`config.mk`:
```
export PLATFORM = sky130hd
export DESIGN_NAME = sim_lockstep_ctrl
export DESIGN_NICKNAME = d
export VERILOG_FILES = /design/src/rtl/sim_lockstep_ctrl.sv
export SDC_FILE = /design/constraint.sdc
export NUM_CORES = 1
export LEC_CHECK = 0
export ABC_AREA = 0
export BUFFER_PORTS_ARGS = -buffer_cell sky130_fd_sc_hd__buf_2
export CAP_MARGIN = 20
export CORE_AREA = 2 2 278 280
export CTS_BUF_LIST = sky130_fd_sc_hd__clkbuf_4 sky130_fd_sc_hd__clkbuf_8
export CTS_CLUSTER_SIZE = 12
export DETAILED_ROUTE_END_ITERATION = 10
export DIE_AREA = 0 0 280 282
export PLACE_DENSITY = 0.8
export SLEW_MARGIN = 20
export SYNTH_ARGS = -nofsm -noshare
export SYNTH_HDL_FRONTEND = slang
export SYNTH_SLANG_ARGS = --single-unit
export TNS_END_PERCENT = 20
```
`constraint.sdc`:
```
create_clock -name clk -period 11.7 [get_ports clk]
set_input_delay 2.34 -clock clk [delete_from_list [all_inputs] [get_ports clk]]
set_output_delay 2.34 -clock clk [all_outputs]
set_load 0.02 [all_outputs]
```
`src/rtl/sim_lockstep_ctrl.sv`:
```
// Lockstep sequencer between the core retire stream and the ISS co-sim interface.
// Buffers retired PC/insn pairs, issues them one at a time, compares ISS responses.
`timescale 1ns/1ps
module sim_lockstep_ctrl #(
  parameter int DEPTH    = 8,
  parameter int MAX_MISS = 1,
  parameter int CNT_W    = 16
) (
  input  logic              clk,
  input  logic              rst,
  input  logic              en,
  input  logic              ret_valid,
  output logic              ret_ready,
  input  logic [63:0]       ret_pc,
  input  logic [31:0]       ret_insn,
  output logic [63:0]       sim_pc_in,
  input  logic [63:0]       sim_pc_out,
  input  logic [31:0]       sim_insn,
  input  logic              sim_miss,
  output logic              chk_done,
  output logic              chk_pass,
  output logic [31:0]       checked_cnt,
  output logic [CNT_W-1:0]  mismatch_cnt,
  output logic              halted,
  output logic [63:0]       err_pc,
  output logic [31:0]       err_insn_exp,
  output logic [31:0]       err_insn_got
);
  localparam int AW = $clog2(DEPTH);

  typedef enum logic [1:0] {IDLE, ISSUE, RESP, HALT} state_t;
  state_t state, state_nxt;

  logic [63:0]      fifo_pc   [DEPTH];
  logic [31:0]      fifo_insn [DEPTH];
  logic [AW:0]      wr_ptr, rd_ptr, count;
  logic             empty, full, push, pop, fail;
  logic [63:0]      head_pc;
  logic [31:0]      head_insn;
  logic [CNT_W-1:0] mis_upd;

  assign count     = wr_ptr - rd_ptr;
  assign empty     = (wr_ptr == rd_ptr);
  assign full      = (wr_ptr[AW] != rd_ptr[AW]) && (wr_ptr[AW-1:0] == rd_ptr[AW-1:0]);
  assign halted    = (state == HALT);
  // No pass-through: a pop in the same cycle does not open a full FIFO.
  assign ret_ready = !full && !halted;
  assign push      = ret_valid && ret_ready;
  assign pop       = (state == RESP);
  assign head_pc   = fifo_pc[rd_ptr[AW-1:0]];
  assign head_insn = fifo_insn[rd_ptr[AW-1:0]];

  assign fail     = sim_miss || (sim_insn != head_insn);
  assign mis_upd  = (fail && (mismatch_cnt != '1)) ? mismatch_cnt + CNT_W'(1) : mismatch_cnt;
  assign chk_done = (state == RESP);
  assign chk_pass = (state == RESP) && !fail;
  // Inverted PC can never equal the ISS expected PC, so the ISS holds still.
  assign sim_pc_in = (state == ISSUE) ? head_pc : ~sim_pc_out;

  always_comb begin
    state_nxt = state;
    case (state)
      IDLE:  if (en && !empty) state_nxt = ISSUE;
      ISSUE: state_nxt = RESP;
      RESP: begin
        if (mis_upd >= CNT_W'(MAX_MISS))                    state_nxt = HALT;
        else if (en && ((count > (AW+1)'(1)) || push))      state_nxt = ISSUE;
        else                                                state_nxt = IDLE;
      end
      HALT:  state_nxt = HALT;
      default: state_nxt = IDLE;
    endcase
  end

  always_ff @(posedge clk or posedge rst) begin
    if (rst) begin
      state        <= IDLE;
      wr_ptr       <= '0;
      rd_ptr       <= '0;
      checked_cnt  <= '0;
      mismatch_cnt <= '0;
      err_pc       <= '0;
      err_insn_exp <= '0;
      err_insn_got <= '0;
    end else begin
      state <= state_nxt;
      if (push) wr_ptr <= wr_ptr + (AW+1)'(1);
      if (pop) begin
        rd_ptr       <= rd_ptr + (AW+1)'(1);
        mismatch_cnt <= mis_upd;
        if (checked_cnt != '1) checked_cnt <= checked_cnt + 32'd1;
        // Counter saturates rather than wraps, so zero means no earlier failure.
        if (fail && (mismatch_cnt == '0)) begin
          err_pc       <= head_pc;
          err_insn_exp <= sim_insn;
          err_insn_got <= head_insn;
        end
      end
    end
  end

  always_ff @(posedge clk) begin
    if (push) begin
      fifo_pc[wr_ptr[AW-1:0]]   <= ret_pc;
      fifo_insn[wr_ptr[AW-1:0]] <= ret_insn;
    end
  end
endmodule

```
Word level (Yosys, flattened, before mapping) --
Memories as Yosys holds them, arrays and structs flattened. Cells that the tools add are included.
Word-level totals: flip-flop bits (word level) 186, RAM bits 768, input port bits 197, output and inout bits 244, logic and storage cells 54, memories kept 2
Memory list:
- fifo_pc | depth 8, width 64, rd ports 1, clocked after memory_dff 0, write ports 1, RTL line 34 | logic [63:0] fifo_pc [DEPTH];
- fifo_insn | depth 8, width 32, rd ports 1, clocked after memory_dff 0, write ports 1, RTL line 35 | logic [31:0] fifo_insn [DEPTH];
Cells by class: add/subtract/negate cells 5, $lt $le $gt $ge 2, equality and inequality tests 10, multiplexer cells 8, bitwise gates (word level) 1, reductions and logical operators 18
Operators by type and width (number):
- 64-bit 2-to-1 mux | 1
- 64-bit NOT | 1
- 32-bit by 1-bit adder with 32-bit output, second input constant | 1
- 32-bit inequality test | 1
- 32-bit inequality test, second input constant | 1
- 16-bit by 1-bit adder with 16-bit output, second input constant | 1
- 16-bit by 1-bit greater-or-equal comparator with 1-bit output, second input constant | 1
- 16-bit logical NOT | 1
- 16-bit 2-to-1 mux | 1
- 16-bit inequality test, second input constant | 1
- 4-bit by 1-bit adder with 4-bit output, second input constant | 2
- 1-bit logical AND | 8
- 2-bit one-hot mux with 4 select lines | 1
- 2-bit equality test, second input constant | 2
- 4-bit equality test | 1
- 4-bit by 1-bit greater-than comparator with 1-bit output, second input constant | 1
- 1-bit logical NOT | 4
- 2-bit 2-to-1 mux | 2
- 2-bit AND reduction | 2
- 4-bit subtractor | 1
- 3-bit equality test | 1
- 1-bit 2-to-1 mux | 3
- 2-bit by 1-bit equality test with 1-bit output, second input constant | 1
- 2-bit logical NOT | 1
- other kinds (3) | 4

Logic depth before layout (Yosys ltp) --
Gate-level depths: netlist of run 1.
depth in word-level cells 10, depth in mapped cells 17, mapped depth without buffers 11

Worst setup path after synthesis of run 1 --
Ideal clock, no wire load.
kind register to register, from reg rd_ptr[2], to mem fifo_insn[0][0], enable pin, setup time 0.787 ns, data arrival time 11.676 ns, data required time 10.913 ns, setup slack -0.764 ns, cell stages (with the launch flop) 11, buffers on the path 4, path through dfrtp_1 > buf_4 > buf_4 > buf_2 > inv_1 > clkbuf_1 > ha_1 > and3_1 > a21oi_1 > nand2_1 > nor4_1
Between the ends: cells in the longest elaborated chain, start to end 7
Ends and longest elaborated chain:
- start: declaration | RTL line 36 | logic [AW:0] wr_ptr, rd_ptr, count;
- start signal: assignment | RTL line 89 | rd_ptr <= rd_ptr + (AW+1)'(1);
- 3-bit equality test | RTL line 44 | assign full = (wr_ptr[AW] != rd_ptr[AW]) && (wr_ptr[AW-1:0] == rd_ptr[AW-1:0]);
- 1-bit logical AND | RTL line 44
- 1-bit logical NOT | RTL line 47 | assign ret_ready = !full && !halted;
- 1-bit logical AND | RTL line 47
- via ret_ready | RTL line 13 | output logic ret_ready,
- 1-bit logical AND | RTL line 48 | assign push = ret_valid && ret_ready;
- 1-bit 2-to-1 mux | RTL line 103 | if (push) begin
- 1-bit 2-to-1 mux (implied by the code) | RTL line 105 | fifo_insn[wr_ptr[AW-1:0]] <= ret_insn;
- end: declaration | RTL line 35
The timed path passes the listed nets, and every way through them passes these cells.

Worst setup path after layout of run 1 --
from reg rd_ptr[1], to out chk_pass
Between the ends: cells in the longest elaborated chain, start to end 5
Ends and longest elaborated chain:
- memory read 8 x 32 bit
- 32-bit inequality test | RTL line 53 | assign fail = sim_miss || (sim_insn != head_insn);
- 1-bit logical OR | RTL line 53
- 1-bit logical NOT | RTL line 56 | assign chk_pass = (state == RESP) && !fail;
- 1-bit logical AND | RTL line 56
- end: declaration | RTL line 21 | output logic chk_pass,
No other way between the ends.

==> impl_results.md, run 1 <==
* Reg area at 0.0277 mm²
* Crit path capture type: output port
* Slew @ Worst Pin at 1.11 ns
* CTS sink count at 954
* Clk Latency, worst-skew pair at 0.80 ns
* Nets at 2717
* Post-Route WL at 82700 µm
* Lkg Pwr at 17.0 nW
* I/O pin total at 441
* Vias in the first global route at 21300
* TritonCTS Buffers at 153
* Post-Syn Area at 0.0376 mm²
* Pwr/cell area at 154 mW/mm²
* Critical path class: reg2out
* Mean Syn Cell Area at 18.9 µm²
* Post-CTS sizing at 0
* DPL Wire Length at 49400 µm
* Drt drc at 0
* Row count at 101
* Grt total ovfl at 0
* Antenna Nets Post-Route at 0
* R2R Setup Slk at 5.73 ns
* First-pass GRT wire length at 125000 µm
* Slowest CP cell: buf_4
* CP peak stage delay at 0.87 ns
* Die area at 0.0790 mm²
* Area Growth Syn to Fin at 17.2%
* # fillers at 5420
* Footprint of the multi-input gates at 0.00929 mm²
* Hold Vio Cnt, Final at 0
* RSZ-0062 raised after global routing: false
* Synth top cells by count: edfxtp_1 (768), mux2i_1 (192), dfrtp_1 (186)
* Post-CTS setup buffer count at 0
* DRT iter0 DRCs at 1759
* Relative slew slack at 26.0%
* Non-Filler Instances at 3626
* CP Cell Sequence: buf_4, mux4_2, mux2i_1, xor2_1, nand4_1, nor4_4, nand2_1, nor2_1, buf_2
* Synth cell types at 55
* Final Cell Area at 0.0440 mm²
* Seq/Total Area, Yosys at 73.8%
* H-tree depth at 4
* Critical path required time at 9.36 ns
* Post-synth EDFFs at 768
* Cell count after synthesis at 1991
* Most frequent cell after synthesis: edfxtp_1
* Syn. warnings at 0
* Per-cell routed wire length at 22.8 µm
* Worst VDD drop at 0.0000955 V
* Share of cells above drive strength 1 at 36.5%
* First-pass DRT Iterations at 6
* Min Tclk post-route at 7.51 ns
* Chip Width at 280 µm
* CP Launch Type: flip-flop
* Primary FF master, synth: edfxtp_1
* #FFs+latches synth at 954
* Clk slew on worst S/H paths at 0.06 ns
* Synth area leaders: edfxtp_1 (61%), dfrtp_1 (12%), mux4_2 (10%)
* CTS tree: yes
* Die H at 282 µm
* Gpl congestion at 0.886
* Min-Delay Path Class: reg2reg
* Area after DPL at 0.0407 mm²
* Gr usage total at 20.9%
* Initial antenna violation count at 17
* PortBufs at 440
* WP data arrival at 5.17 ns
* CTS hold repair buffers at 0
* CORE AREA at 0.0757 mm²
* Sum Neg Setup Slack at 0 ns
* CTS root buf: clkbuf_8
* Total power at 0.00677 W
* DR vias/cell at 5.66
* Skew final at 0.0475 ns
* Final period utilization at 64.2%
* Finished Core Util at 58.2%
* Vias after detailed routing at 20500
* CP Max Fanout at 72
* Starting Density at 49.6%
* Syn Nets at 2197
* Synth top area share at 61.4%
* Area leader, netlist: edfxtp_1
* Max Fclk at 133 MHz
* Pin count of the biggest net entering global routing at 113
* Final setup violating endpoints at 0
* Number of cells in the design after placement at 3334
* Max Slew Vio Count at 0
* Async set or reset register ratio after synthesis at 19.5%
* Deepest clock path buffer count at 3
* Max cap viols at 0
* Status: finished clean
-- cells by family (layout without fill, tap and decap cells) --
logic type / Yosys count / count (layout) / synth area share [%]
buf+inv: 120 / 768 / 1.67
other cells: 0 / 9 / 0
compound gates: 140 / 140 / 2.13
simple gates: 280 / 280 / 3.51
flops: 954 / 954 / 73.8
fa+ha+maj: 9 / 9 / 0.320
mux: 400 / 400 / 16.5
xor+xnor: 88 / 88 / 2.05
-- layout make-up --
type	instances	share of cell area, %
Timing Repair Buffer	465	5.51
Inverter	20	0.193
Clock inverter	43	0.901
Clock buffer	240	6.49
Tap cell	978	2.78
Antenna cell	9	0.0511
Multi-Input combinational cell	917	21.1
Sequential cell	954	63.0
-- worst paths after layout --
path | to | cells past startpoint | startpoint
min reg2reg | err_insn_got[26] | 2 | err_insn_got[26]
max in group asynchronous | err_pc[39] | 3 | rst
max reg2reg | err_insn_exp[22] | 10 | rd_ptr[1]
min | err_insn_got[26] | 2 | err_insn_got[26]
min in group asynchronous | mismatch_cnt[4] | 2 | rst
max | chk_pass | 9 | rd_ptr[1]
-- registers in the layout, indices dropped and copies added (netlist names), 4 cells and up --
signal        count
rd_ptr            4
fifo_insn       256
err_insn_got     32
err_pc           64
fifo_pc         512
mismatch_cnt     16
checked_cnt      32
err_insn_exp     32
wr_ptr            4
-- worst max-delay path: cells and delay by family (launching register included) --
kind                      cells  cell delay [ns]
DFF                           1             0.73
xor gates and xnor gates      1             0.33
and+or+nand+nor               4             1.30
buffers and inverters         2             1.06
muxes                         2             0.86
-- report_power, final --
group	switching, W	leakage (nW)	internal (W)
Combinational	0.0000923	6.36	0.0000474
Clock	0.00128	1.72	0.00167
Sequential	0.00000446	8.88	0.00368
-- per-layer routing --
layer / up-vias / global-route usage [%] / part of all wire [%]
met5: - / 0 / 0.12
met4: 18 / 6.79 / 2.1
met3: 170 / 4.86 / 7.0
met2: 849 / 35.4 / 51
met1: 10500 / 27.0 / 40
li1: 8943 / - / -
-- metrics by stage --
stage	hold slack, ns	worst slack [ns]
floorplan	0.460	1.70
global placement	0.460	4.80
detailed placement	0.470	4.81
CTS	0.483	3.95
global route	0.503	3.86
finish	0.477	4.19
-- placed cells by master, fill, tap and decap left out, types with 29 or more instances in the layout --
master,instances
mux4_2,172
clkbuf_8,169
mux2i_1,192
nand2_1,134
mux2_2,33
xor2_1,45
edfxtp_1,768
dfrtp_1,183
o21ai_1,83
clkbuf_4,71
xnor2_1,43
buf_2,440
nand3_1,29
(Power assumes the default switching activity.)
==> run 2: changes to the inputs <==
--- a/config.mk
+++ b/config.mk
@@ -13,7 +13,7 @@
 export CTS_CLUSTER_SIZE = 12
 export DETAILED_ROUTE_END_ITERATION = 10
 export DIE_AREA = 0 0 280 282
-export PLACE_DENSITY = 0.8
+export PLACE_DENSITY = 0.77
 export SLEW_MARGIN = 20
 export SYNTH_ARGS = -nofsm -noshare
 export SYNTH_HDL_FRONTEND = slang
==> constraint.sdc (replaced) <==
create_clock -name clk -period 7.1 [get_ports clk]
set_input_delay 1.42 -clock clk [delete_from_list [all_inputs] [get_ports clk]]
set_output_delay 1.42 -clock clk [all_outputs]
set_load 0.02 [all_outputs]
==> run 2 against run 1 <==
Clock skew grew 0.0040 ns. Via count shrank 0.99%. Non-clock buffer count grew 7. Routed wire length grew 0.80%. Combinational power grew 69%. First-iteration DRC count shrank 4.9%. Sequential cell count is the same. Global-route usage grew 0.12 points. Total power grew 65%. Die area is the same. Design area is essentially flat. Largest cell class unchanged.
==> impl_results.md, run 2 (synthesis results as in run 1) <==
* WP data arrival at 4.83 ns (-0.34 ns)
* Logic gate share of total power at 2.1% (about the same)
* Die H at 282 µm (unchanged)
* Gr usage total at 21.0% (+0.12 points)
* Hold Vio Cnt, Final at 0 (unchanged)
* Crit path capture type: output port
* H-tree depth at 4 (unchanged)
* Sw frac at 20.6% (+0.28 points)
* CP Launch Type: flip-flop
* DRT iter0 DRCs at 1672 (-4.9%)
* Min Tclk post-route at 6.25 ns
* Vias in the first global route at 21100 (-1.3%)
* Lkg Pwr at 17.0 nW (+0.18%)
* R2R Setup Slk at 1.75 ns (-3.98 ns)
* Non-Filler Instances at 3632 (+0.17%)
* Worst-case hold slack at 0.477 ns (+0.000403 ns)
* Antenna Nets Post-Route at 0 (unchanged)
* Total power at 0.0112 W (+65%)
* Worst path bufs/invs at 1 (-1)
* Deepest clock path buffer count at 3 (unchanged)
* # fillers at 5504 (+1.5%)
* Post-CTS setup buffer count at 0 (unchanged)
* Chip Width at 280 µm (unchanged)
* Worst VDD drop at 0.000141 V (+47%)
* RSZ-0062 raised after global routing: false
* CTS hold repair buffers at 0 (unchanged)
* Dpl ws at 1.75 ns (-3.06 ns)
* Max Fclk at 160 MHz
* CTS sink count at 954 (unchanged)
* Gpl congestion at 0.890 (+0.51%)
* Drt drc at 0 (unchanged)
* Relative slew slack at 27.9% (+1.9 points)
* Most frequent cells in the layout: edfxtp_1 (768), buf_2 (440), mux2i_1 (192), dfrtp_1 (183)
* CP Cell Sequence: mux4_2, mux2i_1, xnor2_1, nor4_1, nand4_1, nor4_4, nand2_1, nor2_1, buf_2
* First-pass DRT Iterations at 5 (-1)
* DR vias/cell at 5.59 (-1.2%)
* Die area at 0.0790 mm² (unchanged)
* Worst setup startpoint: rd_ptr[2]
* Final WS setup at 0.855 ns (-3.33 ns)
* Worst r2r src: rd_ptr[2]
* Vias after detailed routing at 20300 (-0.99%)
* CTS root buf: clkbuf_8
* Max cap viols at 0 (unchanged)
* First-pass GRT wire length at 124000 µm (-0.38%)
* Clk Latency, worst-skew pair at 0.82 ns (+0.02 ns)
* Net Sw Power at 0.00229 W (+67%)
* Pwr/cell area at 253 mW/mm² (+65%)
* Commonest non-fill, non-tap cell in the layout: edfxtp_1
* DPL Wire Length at 50400 µm (+1.9%)
* Row count at 101 (unchanged)
* Post-CTS sizing at 0 (unchanged)
* Slew @ Worst Pin at 1.08 ns (-0.0282 ns)
* Number of cells in the design after placement at 3341 (+0.21%)
* Clk network pwr share at 43.5% (about the same)
* Starting Density at 49.6% (unchanged)
* Delay-heaviest family, CP: simple AND/OR/NAND/NOR gates
* Critical path class: reg2out
* Max reg flops at 512 (unchanged)
* Footprint of the multi-input gates at 0.00930 mm² (about the same)
* Status: finished clean
* Post-Route WL at 83400 µm (+0.80%)
* I/O pin total at 441 (unchanged)
* Final period utilization at 88.0%
* CP Max Fanout at 60 (-17%)
* Pin count of the biggest net entering global routing at 132 (+17%)
* WP depth at 9 (unchanged)
* PortBufs at 440 (unchanged)
* Per-cell routed wire length at 23.0 µm (+0.63%)
* CTS tree: yes
* CP peak stage delay at 1.04 ns (+0.17 ns)
* Reg area at 0.0277 mm² (unchanged)
* Reg2Reg Capture Point: err_insn_exp[30]
* Max Slew Vio Count at 0 (unchanged)
* Reg power frac at 54.4% (about the same)
* Final setup violating endpoints at 0 (unchanged)
* Share of cells above drive strength 1 at 36.4% (-0.12 points)
* Skew final at 0.0514 ns (+0.00396 ns)
* Reg2reg path depth at 10 (unchanged)
* Initial antenna violation count at 24 (+7)
* Clk slew on worst S/H paths at 0.06 ns (about the same)
* CORE AREA at 0.0757 mm² (unchanged)
* Grt total ovfl at 0 (unchanged)
* Area Growth Syn to Fin at 17.3% (about the same)
* Min-Delay Path Class: reg2reg
* Cell-internal power at 0.00886 W (+64%)
* Nets at 2723 (+0.22%)
* Crit path to: chk_pass
* Finished Core Util at 58.2% (about the same)
* Slowest CP cell: dfrtp_4
* Critical path required time at 5.68 ns (-3.68 ns)
* TritonCTS Buffers at 152 (-0.65%)
## run 2: cell types whose count changed in the layout (fill, tap and decap cells not counted), moves of 2 or more
cell        delta
clkinv_1       +7
clkbuf_8       +3
inv_8          +2
clkinvlp_4     -4
clkinv_8       -2
buf_6          -2
clkinv_2       -2
clkbuf_4       -6
inv_12         +2
buf_4          +8
## run 2: through the flow
stage,TNS [ns],instance area [µm²]
floorplan,-1015.04,37600
global placement,0,40800
detailed placement,0,40800
CTS,0,44000
global route,0,44100
finish,0,44100
## run 2: power groups by stage
stage | registers [W] | logic, W | clock network (W)
final | 0.00606 | 0.000237 | 0.00485
after global routing | 0.00606 | 0.000259 | 0.00518
after CTS | 0.00606 | 0.000239 | 0.00495
after detailed placement | 0.00618 | 0.000239 | 0
after global placement | 0.00618 | 0.000222 | 0
after floorplan | 0.00619 | 0.0000705 | 0
## run 2: final cells by class
cell class / instances / area share [%]
Timing Repair Buffer: 472 / 5.64
Tap cell: 978 / 2.78
Sequential cell: 954 / 62.9
Multi-Input combinational cell: 917 / 21.1
Clock buffer: 237 / 6.48
Antenna cell: 9 / 0.0511
Inverter: 20 / 0.193
Clock inverter: 45 / 0.852
## run 2: routing by layer
metal | global-route usage [%] | wire (µm)
met5 | 0 | 136
met4 | 7.56 | 1670
met3 | 5.36 | 5870
met2 | 35.1 | 42700
met1 | 26.9 | 33000
## run 2: worst min-delay path by stage
stage,from,end,slack [ns],cells after the start
2_1_floorplan,wr_ptr[3],wr_ptr[3],0.46,1
6_report,err_pc[57],err_pc[57],0.48,2
3_5_place_dp,err_pc[27],err_pc[27],0.47,2
4_1_cts,err_pc[16],err_pc[16],0.48,2
3_3_place_gp,err_pc[36],err_pc[36],0.46,2
5_1_grt,wr_ptr[3],wr_ptr[3],0.50,1
## run 2: tightest hold or removal path, delay by kind of cell, from the launching register on
kind / cells / cell delay (ns)
flops: 1 / 0.33
compound gates: 1 / 0.06
simple gates: 1 / 0.05
==> run 3: changes to the inputs <==
==> constraint.sdc (replaced) <==
create_clock -name clk -period 6.1 [get_ports clk]
set_input_delay 1.22 -clock clk [delete_from_list [all_inputs] [get_ports clk]]
set_output_delay 1.22 -clock clk [all_outputs]
set_load 0.02 [all_outputs]
==> run 3 against run 2 <==
Combinational power rose by 14%. Largest cell class unchanged. Die area unchanged. Critical endpoint unchanged. Sequential power up 17%. Clock-buffer cell count decreased by 13. Design area about the same. Sequential cell count did not move. Sequential share of layout area about the same. Critical path type unchanged.
==> impl_results.md, run 3 (synthesis results as in run 1) <==
* WP data arrival at 4.54 ns (-0.29 ns)
* Critical path class: reg2out
* Most frequent cells in the layout: edfxtp_1 (768), buf_2 (440), mux2i_1 (192), dfrtp_1 (183), mux4_2 (172)
* Slowest CP cell: dfrtp_4
* Non-Filler Instances at 3622 (-0.28%)
* Chip Width at 280 µm (unchanged)
* Slew @ Worst Pin at 0.942 ns (-0.140 ns)
* CP Max Fanout at 29 (-52%)
* Skew final at 0.0519 ns (+0.000512 ns)
* Critical path required time at 4.88 ns (-0.80 ns)
* Nets at 2724 (+0.037%)
* Final Cell Area at 0.0441 mm² (about the same)
* Min-Delay Path Class: reg2reg
* CTS sink count at 954 (unchanged)
* PortBufs at 440 (unchanged)
* Grt met1 use at 27.3% (+0.40 points)
* Final period utilization at 94.5%
* RSZ-0062 raised after global routing: false
* Max cap viols at 0 (unchanged)
* Vias after detailed routing at 20300 (-0.025%)
* Antenna Nets Post-Route at 0 (unchanged)
* Pin count of the biggest net entering global routing at 105 (-20%)
* CP Launch Type: flip-flop
* Global routing usage on met2 at 35.4% (+0.36 points)
* Gpl congestion at 0.891 (about the same)
* Met3 GRT Util at 4.89% (-0.47 points)
* CP Cell Sequence: mux4_2, mux2i_1, xnor2_1, nor4_1, nand4_1, nor4_4, nand2_1, nor2_1, buf_2
* Crit path capture type: output port
* Commonest non-fill, non-tap cell in the layout: edfxtp_1
* Area after DPL at 0.0409 mm² (+0.26%)
* Post-Route WL at 82600 µm (-0.94%)
* Die area at 0.0790 mm² (unchanged)
* Lkg Pwr at 17.0 nW (about the same)
* Max Fclk at 173 MHz
* CP peak stage delay at 0.80 ns (-0.24 ns)
* Clk Latency, worst-skew pair at 0.81 ns (about the same)
* Worst VDD drop at 0.000158 V (+12%)
* Initial antenna violation count at 16 (-33%)
* First-pass GRT wire length at 125000 µm (+0.49%)
* Hold Vio Cnt, Final at 0 (unchanged)
* Number of cells in the design after placement at 3341 (unchanged)
* Gr usage total at 21.1% (about the same)
* DRT iter0 DRCs at 1710 (+2.3%)
* Starting Density at 49.6% (unchanged)
* Min Tclk post-route at 5.76 ns
* Drt drc at 0 (unchanged)
* Per-cell routed wire length at 22.8 µm (-0.67%)
* Status: finished clean
* Max reg flops at 512 (unchanged)
* TritonCTS Buffers at 153 (+0.66%)
* Row count at 101 (unchanged)
* CORE AREA at 0.0757 mm² (unchanged)
* Sum Neg Setup Slack at 0 ns (unchanged)
* Grt total ovfl at 0 (unchanged)
* I/O pin total at 441 (unchanged)
* Max Slew Vio Count at 0 (unchanged)
* CTS tree: yes
* Pwr/cell area at 291 mW/mm² (+15%)
* Area Growth Syn to Fin at 17.3% (about the same)
* Clk slew on worst S/H paths at 0.06 ns (about the same)
* Most used routing layer: met2
* CTS root buf: clkbuf_8
* Post-CTS setup buffer count at 0 (unchanged)
* Relative slew slack at 37.2% (+9.3 points)
* DPL Wire Length at 49100 µm (-2.5%)
* First-pass DRT Iterations at 7 (+2)
* Deepest clock path buffer count at 3 (unchanged)
* Final setup violating endpoints at 0 (unchanged)
* Share of cells above drive strength 1 at 36.2% (-0.26 points)
* Worst-case hold slack at 0.476 ns (-0.000829 ns)
* Die H at 282 µm (unchanged)
* DR vias/cell at 5.60 (+0.25%)
* Vias in the first global route at 21300 (+1.0%)
* H-tree depth at 4 (unchanged)
==> run 3: area by class of cell <==
class	instances	area, µm²
diodes	8	20.0
clock buffers	224	2710
clock inverters	49	418
fillers	5468	31600
inverters	20	85.1
multi-input cells	917	9320
flip-flops and latches	954	27700
well taps	978	1220
repair buffers	472	2570
==> run 3: power breakdown <==
part	leakage (nW)	switching (W)	internal [W]
logic	6.44	0.000180	0.0000912
clock network	1.66	0.00246	0.00305
registers	8.88	0.00000794	0.00705
==> run 3: worst max-delay path: cells and delay by family (launching register included) <==
family | cells | cell delay (ns)
xor+xnor | 1 | 0.12
buf+inv | 1 | 0.19
flops | 1 | 0.80
mux | 2 | 0.84
simple gates | 5 | 1.79
==> run 3: repair_timing <==
item,CTS,global route
endpoints found under the hold margin,0,0
gates resized for setup,0,1
setup endpoints to repair,0,1
hold buffers,0,0
==> run 3: per-stage QoR <==
stage               util [%]  power (W)  setup slack, ns
CTS                     58.2     0.0130            0.136
global route            58.2     0.0133           0.0187
finish                  58.2     0.0128            0.336
global placement        54.1    0.00745             1.12
floorplan                  -    0.00729            -1.20
detailed placement      54.1    0.00746             1.03
==> run 3: final timing paths <==
kind                                  from                to  slack [ns]  cells after the start
worst min register to register  err_pc[20]        err_pc[20]        0.48                      2
max in group asynchronous              rst        err_pc[20]        4.35                      3
worst max-delay path             rd_ptr[1]          chk_pass        0.34                      9
min in group asynchronous              rst  err_insn_got[11]        0.50                      2
worst max register to register   rd_ptr[1]        err_pc[53]        1.36                     12
worst min-delay path            err_pc[20]        err_pc[20]        0.48                      2
==> run 3: layer usage <==
| metal | wire length [µm] | up-vias |
|---|---|---|
| met5 | 119 | - |
| met4 | 1650 | 18 |
| met3 | 5110 | 150 |
| met2 | 42200 | 721 |
| met1 | 33500 | 10500 |
| li1 | - | 8919 |
